$ cat config.mk
export PLATFORM = sky130hd
export DESIGN_NAME = capt_sched
export DESIGN_NICKNAME = d
export VERILOG_FILES = /design/src/rtl/capt_sched.sv
export SDC_FILE = /design/constraint.sdc
export NUM_CORES = 1
export LEC_CHECK = 0
export BUFFER_PORTS_ARGS = -buffer_cell sky130_fd_sc_hd__buf_2
export CAP_MARGIN = 10
export CORE_AREA = 2 2 43 45
export DETAILED_ROUTE_END_ITERATION = 7
export DIE_AREA = 0 0 45 47
export GPL_TIMING_DRIVEN = 0
export HOLD_SLACK_MARGIN = 0.12
export PLACE_DENSITY = 0.67
export SLEW_MARGIN = 0
export SYNTH_ARGS = -nofsm -noshare
export SYNTH_HDL_FRONTEND = slang
export SYNTH_SLANG_ARGS = --single-unit
export TNS_END_PERCENT = 5
$ cat constraint.sdc
create_clock -name clock -period 1.25 [get_ports clock]
set_input_delay 0.1875 -clock clock [delete_from_list [all_inputs] [get_ports clock]]
set_output_delay 0.1875 -clock clock [all_outputs]
set_load 0.01 [all_outputs]
$ cat src/rtl/capt_sched.sv
// -----------------------------------------------------------------------------
// capt_sched
//   Round-robin scheduler that shares one capture-slot counter between N_REQ
//   requesters. Each cycle it grants at most one requester and issues the
//   matching capture strobe. Once DEPTH slots are occupied, it stops granting
//   and holds drain_req high until the downstream consumer acknowledges the
//   drain.
//
// Ports
//   clock      in   system clock, all state updates on the rising edge
//   rst_n      in   synchronous reset, active-low
//   en         in   granting allowed while filling
//   clr        in   synchronous flush of slot count (any state)
//   req        in   level requests, held until the matching gnt bit is seen
//   drain_ack  in   consumer has emptied the slots (only looked at in HOLD)
//   gnt        out  registered one-hot grant, one-cycle pulse
//   capture    out  registered capture strobe, high exactly when gnt != 0
//   count      out  registered number of occupied slots
//   full       out  registered, high iff count == DEPTH
//   drain_req  out  high while waiting for drain_ack
//   busy       out  high when slots are occupied or a drain is pending
// -----------------------------------------------------------------------------
module capt_sched #(
   parameter int N_REQ = 4,
   parameter int DEPTH = 6,
   parameter int CNT_W = 3
) (
   input  logic             clock,
   input  logic             rst_n,
   input  logic             en,
   input  logic             clr,
   input  logic [N_REQ-1:0] req,
   input  logic             drain_ack,
   output logic [N_REQ-1:0] gnt,
   output logic             capture,
   output logic [CNT_W-1:0] count,
   output logic             full,
   output logic             drain_req,
   output logic             busy
);

   localparam int PTR_W = (N_REQ > 1) ? $clog2(N_REQ) : 1;
   localparam int SUM_W = PTR_W + 1;

   typedef enum logic [1:0] {
      ST_FILL = 2'b00,
      ST_HOLD = 2'b01
   } state_t;

   state_t             state_q;
   logic [PTR_W-1:0]   ptr_q;
   logic [N_REQ-1:0]   gnt_q;
   logic               capture_q;
   logic [CNT_W-1:0]   count_q;
   logic               full_q;

   logic [N_REQ-1:0]   elig_d;
   logic               win_found_d;
   logic [PTR_W-1:0]   win_idx_d;
   logic [N_REQ-1:0]   gnt_d;
   logic [CNT_W-1:0]   count_d;
   logic               full_d;

   // Requester index k positions after ptr, wrapped modulo N_REQ.
   function automatic logic [PTR_W-1:0] rr_index(input logic [PTR_W-1:0] ptr, input int k);
      logic [SUM_W-1:0] sum;
      logic [SUM_W-1:0] wrapped;
      sum     = {1'b0, ptr} + SUM_W'(k);
      wrapped = (sum >= SUM_W'(N_REQ)) ? (sum - SUM_W'(N_REQ)) : sum;
      return wrapped[PTR_W-1:0];
   endfunction

   // Round-robin winner search and next-value computation for a grant.
   always_comb begin
      // The requester granted this cycle is masked so nobody wins twice in a row.
      elig_d      = req & ~gnt_q;
      win_found_d = 1'b0;
      win_idx_d   = ptr_q;
      // Search from the far end back so the closest candidate after ptr wins.
      for (int k = N_REQ; k >= 1; k--) begin
         if (elig_d[rr_index(ptr_q, k)]) begin
            win_found_d = 1'b1;
            win_idx_d   = rr_index(ptr_q, k);
         end else begin
            win_found_d = win_found_d;
            win_idx_d   = win_idx_d;
         end
      end
      gnt_d   = N_REQ'(1) << win_idx_d;
      count_d = count_q + CNT_W'(1);
      full_d  = (count_d == CNT_W'(DEPTH));
   end

   // Fill/hold sequencer with all outputs registered.
   always_ff @(posedge clock) begin
      if (!rst_n) begin
         state_q   <= ST_FILL;
         ptr_q     <= PTR_W'(N_REQ - 1);
         gnt_q     <= '0;
         capture_q <= 1'b0;
         count_q   <= '0;
         full_q    <= 1'b0;
      end else if (clr) begin
         // Flush keeps ptr so round-robin fairness survives the flush.
         state_q   <= ST_FILL;
         gnt_q     <= '0;
         capture_q <= 1'b0;
         count_q   <= '0;
         full_q    <= 1'b0;
      end else begin
         case (state_q)
            ST_FILL: begin
               if (en && win_found_d) begin
                  gnt_q     <= gnt_d;
                  capture_q <= 1'b1;
                  count_q   <= count_d;
                  ptr_q     <= win_idx_d;
                  full_q    <= full_d;
                  state_q   <= full_d ? ST_HOLD : ST_FILL;
               end else begin
                  gnt_q     <= '0;
                  capture_q <= 1'b0;
               end
            end
            ST_HOLD: begin
               // Requests are ignored here and are not queued.
               gnt_q     <= '0;
               capture_q <= 1'b0;
               if (drain_ack) begin
                  count_q <= '0;
                  full_q  <= 1'b0;
                  state_q <= ST_FILL;
               end else begin
                  state_q <= ST_HOLD;
               end
            end
            default: begin
               state_q   <= ST_FILL;
               gnt_q     <= '0;
               capture_q <= 1'b0;
            end
         endcase
      end
   end

   assign gnt       = gnt_q;
   assign capture   = capture_q;
   assign count     = count_q;
   assign full      = full_q;
   assign drain_req = (state_q == ST_HOLD);
   assign busy      = (count_q != '0) || (state_q == ST_HOLD);

endmodule
==> metrics.log <==
[metrics] result of the run: finished with violations
[metrics] violations in the final reports: setup timing
[metrics] total number of clock tree sinks: 12
[metrics] number of DRC markers in iteration 0: 13
[metrics] residual overflow from global routing: 0
[metrics] net count after synthesis: 82
[metrics] setup repair after global routing missed its margin: yes
[metrics] Crit Path Max Fanout: 6
[metrics] half-perimeter wire length of the detailed placement result: ~990 um
[metrics] number of vias after detailed routing: 596
[metrics] # H-tree levels: 1
[metrics] final cycle utilization of the critical path: 110%
[metrics] # diodes: 0
[metrics] residual DRC count: 0
[metrics] area of the mapped netlist: between 600 and 700 sq um
[metrics] average footprint of a synthesized cell: around 9.4 sq um
[metrics] fraction of the mapped netlist area in compound gates: about a fifth
[metrics] final layout net count: 110
[metrics] drt first pass iters: 4
[metrics] synthesized instance count: 70
[metrics] data required time of the critical path: 1.45 ns
[metrics] Leak Pwr: between 0.3 and 0.4 nW
[metrics] Synthesis Warnings: 0
[metrics] max-cap violations: 0
[metrics] kind of launch point of the worst setup path: register
[metrics] portion of total power attributed to combinational logic: roughly a fifth
[metrics] most common cell after layout, fill and taps aside: buf_2
[metrics] fraction of synthesized cell area in xor and xnor cells: 1.34%
[metrics] combinational family with the most area after synthesis: simple AND/OR/NAND/NOR gates
[metrics] initial antenna violation count: 0
[metrics] CTS clock-pin slew for the worst setup and hold paths: about 0.080 ns
[metrics] first-pass GRT wire length: between 2 and 2.5 mm
[metrics] achievable frequency: 726 MHz
[metrics] total count of max-transition violations in the final report: 0
[metrics] Core Util, Final: 52.7%
[metrics] adder-cell share of the synthesized area: about 5.7%
[metrics] hold violation count in the final report: 0
[metrics] clock period minus final worst setup slack: 1.38 ns
[metrics] slew of the pin with the lowest slew margin: 0.366 ns
[metrics] final-report setup violation count: 9
[metrics] pin count of the biggest net entering global routing: 11
[metrics] Flop pwr share: 50.6%
[metrics] Critical Path End Type: register
[metrics] final wirelength: ~1.4 mm
[metrics] buffering stage count on the worst path with inverters included: 0
[metrics] share of layout cells above drive strength 1: 44.8%
[metrics] reported net switching power: ~0.00022 W
[metrics] top library cells by usage in the layout, fill and taps aside: 19 x buf_2, 8 x dfxtp_1, 5 x nand2_1, 5 x nand2b_4, 4 x inv_1
[metrics] worst-skew pair later-pin latency: around 0.27 ns
[metrics] setup slack of the critical path after layout: -0.126 ns
[metrics] multiplexer area fraction after synthesis: under 10%
[metrics] Design Power: roughly 0.00080 W
[metrics] hold slack final: around 0.12 ns
[metrics] worst stage delay on the critical path: ~0.39 ns
[metrics] routability cong.: ~0.7
[metrics] count of input and output buffers: 19
[metrics] max-slew headroom at the worst pin: between 70% and 80%
[metrics] number of nets with antenna violations after routing: 0
[metrics] power share of the clock group: a little under a third
[metrics] cell breakdown of the critical path: nand2b_4 -> a41o_4 -> or3b_4 -> a21oi_1
[metrics] area occupied by registers: about 250 sq um
[metrics] wire length per cell: approximately 12 um
[metrics] kind of critical path: register to register
[metrics] TritonCTS clock tree: built
[metrics] layout overhead on the synthesized area: 32.6%
[metrics] maximum buffer depth of the clock tree: 2
[metrics] number of top-level pins: 20
[metrics] Internal Dissipation: 0.000578 W
[metrics] cell family with the largest share of critical-path delay: simple AND/OR/NAND/NOR gates
[metrics] FF+latch count, synth: 12
[metrics] power density of the placed cells: between 900 and 1000 nW/um^2
[metrics] total clock buffers created by CTS: 3
[metrics] die area: about 2100 sq um
[metrics] Critical-path top delay cell: or3b_4
[metrics] combined area of the multi-input logic cells: 427 sq um
[metrics] die outline height: around 47 um
[metrics] Data arrival, critical path: ~1.6 ns
[metrics] Core Box Area: approximately 1700 sq um
[metrics] setup tns final: -0.656 ns
[metrics] worst IR drop on VDD: around 0.55 mV
[metrics] total of fill cells in the finished design: approximately 150
[metrics] number of global-route vias before repair: around 530
[metrics] root buffer cell: clkbuf_4
[metrics] row cnt: 15
[metrics] worst-case setup slack after placement: -0.113 ns
[metrics] Worst Hold Class: input pin to register
[metrics] Die Width: between 40 and 50 um
[metrics] simple logic cell fraction of the synthesized area: approximately 28%
[metrics] GRT Total Usage: roughly 15%
[metrics] portion of the post-synthesis area used by sequential elements: between 30% and 40%
[metrics] post-synth cell types: 30
[metrics] setup skew after layout: between 0.004 and 0.005 ns
[metrics] Initial Utilization: 39.7%
[metrics] Vias per Instance: about 5.3
[metrics] switching share of power: between 20% and 30%
## cells in the mapped netlist
cell / number / area, sq um
mux2_2: 1 / 11.3
o21ai_0: 1 / 5.00
dfxtp_1: 12 / 240
a21oi_1: 4 / 20.0
o31ai_1: 2 / 15.0
nor3b_1: 3 / 22.5
nor3_1: 3 / 15.0
ha_1: 3 / 37.5
nand2b_1: 4 / 25.0
xnor2_1: 1 / 8.76
nor2b_1: 2 / 12.5
clkbuf_1: 1 / 3.75
o311ai_0: 2 / 17.5
nand3_1: 3 / 15.0
nor2_1: 2 / 7.51
or2_1: 1 / 6.26
a2bb2oi_1: 1 / 8.76
nand2b_4: 3 / 41.3
a22o_1: 1 / 8.76
a41oi_1: 1 / 8.76
o2bb2ai_1: 1 / 8.76
inv_1: 5 / 18.8
mux2i_1: 1 / 10.0
or3b_1: 1 / 8.76
o221ai_1: 2 / 17.5
a41o_4: 1 / 21.3
or2b_1: 1 / 7.51
nand2_1: 5 / 18.8
or2_2: 1 / 6.26
a22oi_1: 1 / 7.51
## layout make-up
type / count / area share (%)
Clock buffer: 3 / 2.59
Timing Repair Buffer: 23 / 14.8
Inverter: 5 / 2.16
Multi-Input combinational cell: 52 / 49.1
Sequential cell: 12 / 28.5
Tap cell: 17 / 2.45
Buffer: 1 / 0.432
## path summary, 6_finish.rpt
kind	cells after the start	slack (ns)	from	to
setup / recovery	4	-0.13	gnt[1]	state_q[0]
hold / removal	2	0.12	rst_n	ptr_q[1]
setup reg to reg	4	-0.13	gnt[1]	state_q[0]
hold reg to reg	2	0.48	count[1]	count[1]
## power by group through the flow
stage	Clock [W]	Combinational (W)	Sequential (W)
2_1_floorplan	0	0.0000922	0.000415
3_3_place_gp	0	0.000137	0.000413
3_5_place_dp	0	0.000140	0.000413
4_1_cts	0.000249	0.000143	0.000403
5_1_grt	0.000259	0.000171	0.000406
6_report	0.000239	0.000154	0.000403
## metal layers
metal / wire (um) / share of wire (%) / global-route usage, % / up-vias
met3: 51 / 3.6 / 1.15 / 4
met2: 663 / 47 / 23.7 / 15
met1: 651 / 47 / 18.5 / 271
met4: 34 / 2.4 / 10.6 / 0
li1: - / - / - / 306
met5: 0 / 0 / 0 / -
## repair_timing
action,4_1_cts,5_1_grt
hold buffers,1,0
resized for setup,8,5
setup endpoints to repair,10,11
pin swaps,0,1
gates cloned,0,0
endpoints found under the hold margin,1,0
buffers inserted,1,2
## cell families after synthesis
family / Yosys count
xor gates and xnor gates: 1
AOI/OAI and AO/OA: 17
adders and majority gates: 3
muxes: 2
DFF: 12
buffers and inverters: 6
and+or+nand+nor: 29
## metrics by stage
| step | cells | instance area [sq um] |
|---|---|---|
| after global placement | 106 | 788 |
| after CTS | 111 | 846 |
| after floorplan | 70 | 672 |
| final | 113 | 870 |
| after global routing | 113 | 870 |
| after detailed placement | 106 | 788 |
## worst reg2reg max path, delay by kind of cell, from the launching register on
family / cells / cell delay, ns
and+or+nand+nor: 2 / 0.55
AOI/OAI and AO/OA: 2 / 0.44
DFF: 1 / 0.32
## state kept, by name, summed over array words and instances, names as in the netlist
| register | flops |
|---|---|
| count | 3 |
| ptr_q | 2 |
| gnt | 4 |
| state_q | 1 |
| capture | 1 |
| full | 1 |
Power figures use the tool's default switching activity.
